`src/rtl/prio_rr_arbiter.sv`:
```
// Registered N-way request arbiter with a one-hot grant and a binary owner code.
// The winner is picked either by fixed priority (highest index wins) or by round robin
// starting after the last owner. A grant is held until the owner signals done, drops
// its request, or reaches the optional maximum hold time. On release, the next eligible
// requester is granted on the same edge, so there is no idle cycle between owners.
module prio_rr_arbiter #(
    parameter int N_REQ    = 4,
    parameter int RR_MODE  = 0,
    parameter int MAX_HOLD = 16,
    localparam int CODE_W  = $clog2(N_REQ + 1)
) (
    input  logic              clock,
    input  logic              reset,
    input  logic [N_REQ-1:0]  req,
    input  logic              done,
    output logic [N_REQ-1:0]  grant,
    output logic [CODE_W-1:0] grant_code,
    output logic              busy,
    output logic              timeout
);

    localparam int OWN_W = $clog2(N_REQ);
    localparam int HC_W  = (MAX_HOLD > 1) ? $clog2(MAX_HOLD) : 1;
    localparam logic [HC_W-1:0]  HOLD_LAST  = HC_W'((MAX_HOLD > 0) ? MAX_HOLD - 1 : 0);
    localparam logic [OWN_W-1:0] OWNER_INIT = OWN_W'(N_REQ - 1);

    typedef enum logic [1:0] {
        ST_IDLE = 2'b01,
        ST_BUSY = 2'b10
    } state_t;

    state_t              r_state;
    logic [N_REQ-1:0]    r_grant;
    logic [CODE_W-1:0]   r_code;
    logic [OWN_W-1:0]    r_owner;
    logic [HC_W-1:0]     r_hold;
    logic                r_timeout;

    state_t              w_stateNext;
    logic [N_REQ-1:0]    w_grantNext;
    logic [CODE_W-1:0]   w_codeNext;
    logic [OWN_W-1:0]    w_ownerNext;
    logic [HC_W-1:0]     w_holdNext;
    logic                w_timeoutNext;

    logic [N_REQ-1:0]    w_ownerMask;
    logic [N_REQ-1:0]    w_cand;
    logic [N_REQ-1:0]    w_rot;
    logic [2*N_REQ-1:0]  w_dbl;
    logic                w_found;
    logic [OWN_W-1:0]    w_winner;
    int                  w_rrOffset;
    int                  w_rrIdx;

    logic                w_relDone;
    logic                w_relDrop;
    logic                w_relTimeout;
    logic                w_release;

    assign w_ownerMask  = N_REQ'(1) << r_owner;
    assign w_relDone    = done;
    assign w_relDrop    = ((req & w_ownerMask) == '0);
    assign w_relTimeout = (MAX_HOLD != 0) && (r_hold == HOLD_LAST);
    assign w_release    = w_relDone | w_relDrop | w_relTimeout;

    // Pick a winner among eligible requesters; the current owner is masked out while busy
    // so that a releasing owner can never immediately re-win on its own release edge.
    always_comb begin
        w_cand = req;
        if (r_state == ST_BUSY) begin
            w_cand = req & ~w_ownerMask;
        end
        w_found    = (w_cand != '0);
        w_winner   = '0;
        w_dbl      = {w_cand, w_cand};
        w_rot      = '0;
        w_rrOffset = 0;
        w_rrIdx    = 0;
        if (RR_MODE != 0) begin
            w_rot = N_REQ'(w_dbl >> (int'(r_owner) + 1));
            for (int j = N_REQ - 1; j >= 0; j--) begin
                if ((w_rot & (N_REQ'(1) << j)) != '0) begin
                    w_rrOffset = j;
                end
            end
            w_rrIdx = int'(r_owner) + 1 + w_rrOffset;
            if (w_rrIdx >= N_REQ) begin
                w_rrIdx = w_rrIdx - N_REQ;
            end
            w_winner = OWN_W'(w_rrIdx);
        end else begin
            for (int i = 0; i < N_REQ; i++) begin
                if ((w_cand & (N_REQ'(1) << i)) != '0) begin
                    w_winner = OWN_W'(i);
                end
            end
        end
    end

    // Next-state logic: grant from IDLE, hold or hand over while BUSY, flag forced releases.
    always_comb begin
        w_stateNext   = r_state;
        w_grantNext   = r_grant;
        w_codeNext    = r_code;
        w_ownerNext   = r_owner;
        w_holdNext    = r_hold;
        w_timeoutNext = 1'b0;
        case (r_state)
            ST_IDLE: begin
                if (w_found) begin
                    w_stateNext = ST_BUSY;
                    w_grantNext = N_REQ'(1) << w_winner;
                    w_codeNext  = CODE_W'(w_winner) + CODE_W'(1);
                    w_ownerNext = w_winner;
                    w_holdNext  = '0;
                end
            end
            ST_BUSY: begin
                if (w_release) begin
                    w_timeoutNext = w_relTimeout & ~w_relDone & ~w_relDrop;
                    w_holdNext    = '0;
                    if (w_found) begin
                        w_grantNext = N_REQ'(1) << w_winner;
                        w_codeNext  = CODE_W'(w_winner) + CODE_W'(1);
                        w_ownerNext = w_winner;
                    end else begin
                        w_stateNext = ST_IDLE;
                        w_grantNext = '0;
                        w_codeNext  = '0;
                    end
                end else if (r_hold != '1) begin
                    w_holdNext = r_hold + HC_W'(1);
                end
            end
            default: begin
                w_stateNext = ST_IDLE;
                w_grantNext = '0;
                w_codeNext  = '0;
                w_holdNext  = '0;
            end
        endcase
    end

    // State and output registers; reset re-initialises the pointer so the next RR search starts at 0.
    always_ff @(posedge clock) begin
        if (reset) begin
            r_state   <= ST_IDLE;
            r_grant   <= '0;
            r_code    <= '0;
            r_owner   <= OWNER_INIT;
            r_hold    <= '0;
            r_timeout <= 1'b0;
        end else begin
            r_state   <= w_stateNext;
            r_grant   <= w_grantNext;
            r_code    <= w_codeNext;
            r_owner   <= w_ownerNext;
            r_hold    <= w_holdNext;
            r_timeout <= w_timeoutNext;
        end
    end

    assign grant      = r_grant;
    assign grant_code = r_code;
    assign busy       = (r_state == ST_BUSY);
    assign timeout    = r_timeout;

endmodule

```
`config.mk`:
```
export PLATFORM = sky130hd
export DESIGN_NAME = prio_rr_arbiter
export DESIGN_NICKNAME = d
export VERILOG_FILES = /design/src/rtl/prio_rr_arbiter.sv
export SDC_FILE = /design/constraint.sdc
export NUM_CORES = 1
export LEC_CHECK = 0
export ABC_CLOCK_PERIOD_IN_PS = 1900
export CAP_MARGIN = 15
export CORE_ASPECT_RATIO = 2
export CORE_MARGIN = 2
export CORE_UTILIZATION = 30
export DETAILED_ROUTE_END_ITERATION = 8
export SYNTH_ARGS = -nofsm -noshare
export SYNTH_HDL_FRONTEND = slang
export SYNTH_SLANG_ARGS = --single-unit
```
`constraint.sdc`:
```
create_clock -name clock -period 1.9 [get_ports clock]
set_input_delay 0.19 -clock clock [delete_from_list [all_inputs] [get_ports clock]]
set_output_delay 0.19 -clock clock [all_outputs]
set_load 0.03 [all_outputs]
```
# Yosys cells after proc, flatten, opt, wreduce, memory -nomap -nowiden
# Index checks and enable logic that the tools add are counted.
[classes] addsub=2 n_reduce_logical=8 bitwise_logic=11 n_eq_ne=8 muxes=23 n_shift=2
[ops] op="$mux W4" n=7
[ops] op="$pmux W4 S2" n=2
[ops] op="$mux W2" n=7
[ops] op="$mux W3" n=3
[ops] op="$and A4 B4 Y4" n=2
[ops] op="$pmux W2 S2" n=2
[ops] op="$shl A1 B2 Y4 const A" n=2
[ops] op="$pmux W3 S2" n=1
[ops] op="$reduce_and A2 Y1" n=3
[ops] op="$add A4 B1 Y4 const B" n=1
[ops] op="$eq A4 B4 Y1 const B" n=1
[ops] op="$logic_not A4 Y1" n=1
[ops] op="$ne A2 B2 Y1 const B" n=2
[ops] op="$ne A4 B4 Y1 const B" n=1
[ops] op="$not A1 Y1" n=4
[ops] op="$not A4 Y4" n=1
[ops] op="$reduce_bool A4 Y1" n=1
[ops] op="$add A2 B1 Y3 const B" n=1
[ops] op="$ne A3 B1 Y1 const B" n=1
[ops] op="$reduce_and A3 Y1" n=1
[ops] op="$reduce_or A3 Y1" n=1
[ops] op="$and A1 B1 Y1" n=2
[ops] op="$eq A2 B1 Y1 const B" n=1
[ops] op="$eq A2 B2 Y1 const B" n=1
[ops] op="4 further kinds" n=5
[word_totals] wordCells=60 ff_bits=16 inputBits=7

# Depth between registers and ports, before layout
# Gate-level depths: netlist of the first run.
[depth] depth_word=11 depth_mapped=9 depth_no_buf=8

# Worst setup path after synthesis of the first run
# No wires, ideal clock.
[synth_timing] path_type="register -> register" from="reg r_state[0]" to="reg r_grant[0] (netlist: grant[0])" arrival_ns=2.082 slack_ns=-0.300 path_stages_with_launch=9 required_time_ns=1.783 path_cell_list="dfxtp_1 inv_1 ha_1 buf_4 or3b_1 o32a_2 a31oi_4 nor3_2 a32o_1"
[synth_between] elab_chain_cells=9 elab_cells_between_ends=15 cone_classes="4 x eq/ne; 1 x shift; 8 x mux; 2 x reduce/logical"
[synth_lines] element="start: declaration" line_no="32" source="state_t r_state;"
[synth_lines] element="start signal: assignment" line_no="154" source="r_state <= w_stateNext;"
[synth_lines] element="$eq A2 B2 Y1 *"
[synth_lines] element="named net busy" line_no="18" source="output logic busy,"
[synth_lines] element="$mux W4" line_no="70" source="if (r_state == ST_BUSY) begin"
[synth_lines] element="$mux W1" line_no="93" source="if ((w_cand & (N_REQ'(1) << i)) != '0) begin"
[synth_lines] element="$mux W2 (2 in series)" line_no="93"
[synth_lines] element="$shl A1 B2 Y4" line_no="112, 123"
[synth_lines] element="$mux W4" line_no="122" source="if (w_found) begin"
[synth_lines] element="$mux W4" line_no="119" source="if (w_release) begin"
[synth_lines] element="$pmux W4 S2" line_no="108" source="case (r_state)"
[synth_lines] element="end signal: assignment" line_no="155" source="r_grant <= w_grantNext;"
[synth_lines] element="end: declaration" line_no="33" source="logic [N_REQ-1:0] r_grant;"
# Mark *: on every way through the listed nets, which the timed path passes. The rest lies on a longest branch. The select of a mux whose other input is x is not followed.
# A chain may end at the register's enable or synchronous reset.

# Worst setup path after layout of the first run
[layout_timing] from="reg r_state[0]" to="reg r_state[1]"
[layout_between] elab_chain_cells=5 elab_cells_between_ends=9 cone_classes="5 x eq/ne; 2 x mux; 2 x reduce/logical"
[layout_lines] element="$eq A2 B2 Y1" line_no="70, 108"
[layout_lines] element="$mux W4" line_no="70"
[layout_lines] element="$reduce_bool A4 Y1" line_no="73" source="w_found = (w_cand != '0);"
[layout_lines] element="$ne A2 B2 Y1 (no source line)"
[layout_lines] element="$reduce_and A3 Y1 (no source line)"
# Several ways; a longest one is shown, not always the timed one.

==> results.toml, run 1 <==
[worst_setup_path]
crit_arrival_ns = 2.01
cp_max_fo = 5
cpPeakStageDelay_ns = 0.35
critPathSlowestCell = "or3b_1"
endpoint_kind = "flip-flop"
crit_chain = "inv_2 -> ha_4 -> or3b_1 -> o32a_4 -> a31oi_4 -> buf_12 -> nor3_1 -> o211a_1"
crit_path_start_kind = "flip-flop"
worstPathRequired_ns = 2.04
rrSetupSlack_ns = 0.03
path_class = "flip-flop to flip-flop"

[die]
start_util = 0.3072
coreArea_um2 = 2908
die_h_um = 81.17
chipWidth_um = 42.59
io_pins = 16
dieArea_um2 = 3457
rows = 28

[detailed_routing]
firstDrtPassIters = 4
ant_nets = 0
drt-total-wl_um = 2204
routedWlPerCell_um = 14.22
drtIter0Drc = 21
via_count = 821
via_per_inst = 5.297
drc = 0

[placed_design]
gp_congestion = 0.7501
placed_cell_area_um2 = 1172
dp_hpwl_um = 1591
io_buffer_count = 15
pre_cts_slack_ns = -0.06994

[logic_synthesis]
synth_area_um2 = 893.4
synth.avg_cell_area_um2 = 9.404
synth-seq-area-share = 0.3361
synth_nets = 106
ys_ff_latch = 15
synthCells = 95
synth_cell_types = 40
ys.warnings.count = 0

[cts]
hold_buffers = 0
cts_buffer_depth = 2
cts_sinks = 15
insertion_delay_ns = 0.25
root_buffer = "clkbuf_8"
cts_tree = "built"
h-tree-depth = 1
clk_pin_slew_worst_paths_ns = 0.07
cts_made_buffers = 3

[timing]
hold-worst-slack_ns = 0.4661
rsz0062_at_grt = "true"
final_max_slew_viol_count = 0
setup_viol = 0
finalClockSkew_ns = 0.005607
maxSlewHeadroom = 0.7437
period_share = 0.9859
fmax_ghz = 0.5339
finalWorstSetupSlack_ns = 0.02686
fin_crit_ns = 1.873
hold_violations = 0
worst_pin_slew_ns = 0.3830

[power_and_ir_drop]
p_per_area_nw_per_um2 = 999.5
irDropWorstVdd_mv = 0.5769
p_leak_nw = 0.5358
total_power_mw = 1.298

[global_route]
grtUsageTotal = 0.1281
grt_pass1_vias = 835
grt_max_degree = 17
grt_pass1_wl_um = 3346
gr-total-overflow = 0
antenna_found_initial = 0

[layout]
area_growth_pct = 45.38
finalInstanceArea_um2 = 1299
fill_cells = 298
nNetsFinal = 137
layout_commonest_cell = "clkdlybuf4s50_1"
drive_gt1_frac = 0.2960
diodes = 0
final_cell_mix = "clkdlybuf4s50_1, buf_4, dfxtp_1"

[status]
status = "completed"

[job]
cap_violations = 0

[min_path]
hold_path_class = "flip-flop to flip-flop"
[registers in the layout (all words and copies together) (netlist names)]
| signal | flops |
|---|---|
| r_hold | 4 |
| grant_code | 2 |
| r_state | 2 |
| r_owner | 2 |
| timeout | 1 |
| grant | 4 |
[logic make-up after synthesis]
kind of cell | after synthesis | synth area share
DFF | 15 | 0.3361
AOI/OAI and AO/OA | 24 | 0.2227
buffers and inverters | 10 | 0.05881
adders and majority gates | 4 | 0.05602
and+or+nand+nor | 34 | 0.2353
muxes | 8 | 0.09104
[per-layer routing]
layer | GRT usage | share of wire
met2 | 0.2431 | 0.55
met3 | 0.01778 | 0.035
met4 | 0.09375 | 0.030
met5 | 0 | 0
met1 | 0.1194 | 0.39
[power breakdown]
part           switching (mW)  leakage, nW  internal (mW)
Clock                   0.120       0.0255          0.146
Sequential             0.0504        0.122          0.374
Combinational           0.310        0.388          0.297
Total                   0.481        0.536          0.817
[synthesized netlist by cell type]
library cell | instances | area share
nand2_1 | 2 | 0.0084
o32a_2 | 1 | 0.013
a21oi_1 | 6 | 0.034
nor3_2 | 1 | 0.011
a32o_1 | 1 | 0.011
nand2b_2 | 1 | 0.0098
nor3_1 | 3 | 0.017
or3b_2 | 1 | 0.0098
nor2b_1 | 1 | 0.0070
o31ai_1 | 1 | 0.0084
o21ba_2 | 1 | 0.011
and2_1 | 1 | 0.0070
nor4_1 | 1 | 0.0070
or2_2 | 1 | 0.0070
or3b_1 | 2 | 0.020
a31oi_2 | 1 | 0.014
o211ai_1 | 1 | 0.0084
dfxtp_1 | 15 | 0.34
buf_6 | 1 | 0.013
clkbuf_1 | 1 | 0.0042
o211a_1 | 1 | 0.011
o22a_1 | 1 | 0.0098
a22o_1 | 3 | 0.029
and3_1 | 1 | 0.0070
inv_1 | 6 | 0.025
o21bai_1 | 1 | 0.0084
or4b_1 | 1 | 0.011
ha_1 | 4 | 0.056
nand2b_1 | 3 | 0.021
a31oi_4 | 1 | 0.024
nor2_1 | 8 | 0.034
buf_4 | 2 | 0.017
or3_1 | 1 | 0.0070
o21ai_0 | 4 | 0.022
nand3b_1 | 2 | 0.017
mux2i_1 | 7 | 0.078
nand3_1 | 3 | 0.017
o32ai_2 | 1 | 0.018
nor3_4 | 1 | 0.018
mux2_2 | 1 | 0.013
[layout make-up]
cell class	instances	area [um2]	area share
well taps	30	37.54	0.02890
repair buffers	30	292.8	0.2254
inverters	6	22.52	0.01734
clock inverters	1	5.005	0.003854
flip-flops and latches	15	304.0	0.2341
multi-input cells	70	595.6	0.4586
clock buffers	3	41.29	0.03179
[worst paths after layout]
kind / from / to / cells past startpoint
setup reg to reg: r_state[0] / r_state[1] / 8
hold reg to reg: grant[2] / grant[2] / 2
setup / recovery: r_state[0] / r_state[1] / 8
hold / removal: grant[2] / grant[2] / 2
[critical path, delay by kind of cell, from the launching register on]
family	cells	cell delay, ns
simple gates	2	0.41
buf+inv	2	0.22
fa+ha+maj	1	0.14
compound gates	3	0.67
flops	1	0.33
[stage by stage]
| step | TNS [ns] | util | cells |
|---|---|---|---|
| 3_3_place_gp | -0.1921 | 0.4032 | 148 |
| 6_report | 0 | 0.4466 | 155 |
| 4_1_cts | 0 | 0.4191 | 152 |
| 5_1_grt | -0.1084 | 0.4466 | 155 |
| 3_5_place_dp | -0.3908 | 0.4032 | 148 |
| 2_1_floorplan | -0.3408 | - | 95 |
[timing repair]
action / in CTS / in global routing
resized for setup: 0 / 8
buffers inserted: 0 / 2
setup endpoints to repair: 0 / 11
Note: power is estimated with default switching activity, not from simulation.
==> run 2, diff against run 1 <==
--- a/config.mk
+++ b/config.mk
@@ -5,7 +5,6 @@
 export SDC_FILE = /design/constraint.sdc
 export NUM_CORES = 1
 export LEC_CHECK = 0
-export ABC_CLOCK_PERIOD_IN_PS = 1900
 export CAP_MARGIN = 15
 export CORE_ASPECT_RATIO = 2
 export CORE_MARGIN = 2
==> results of run 2 <==
No change in the layout: final DEF, timing and power equal those of run 1.
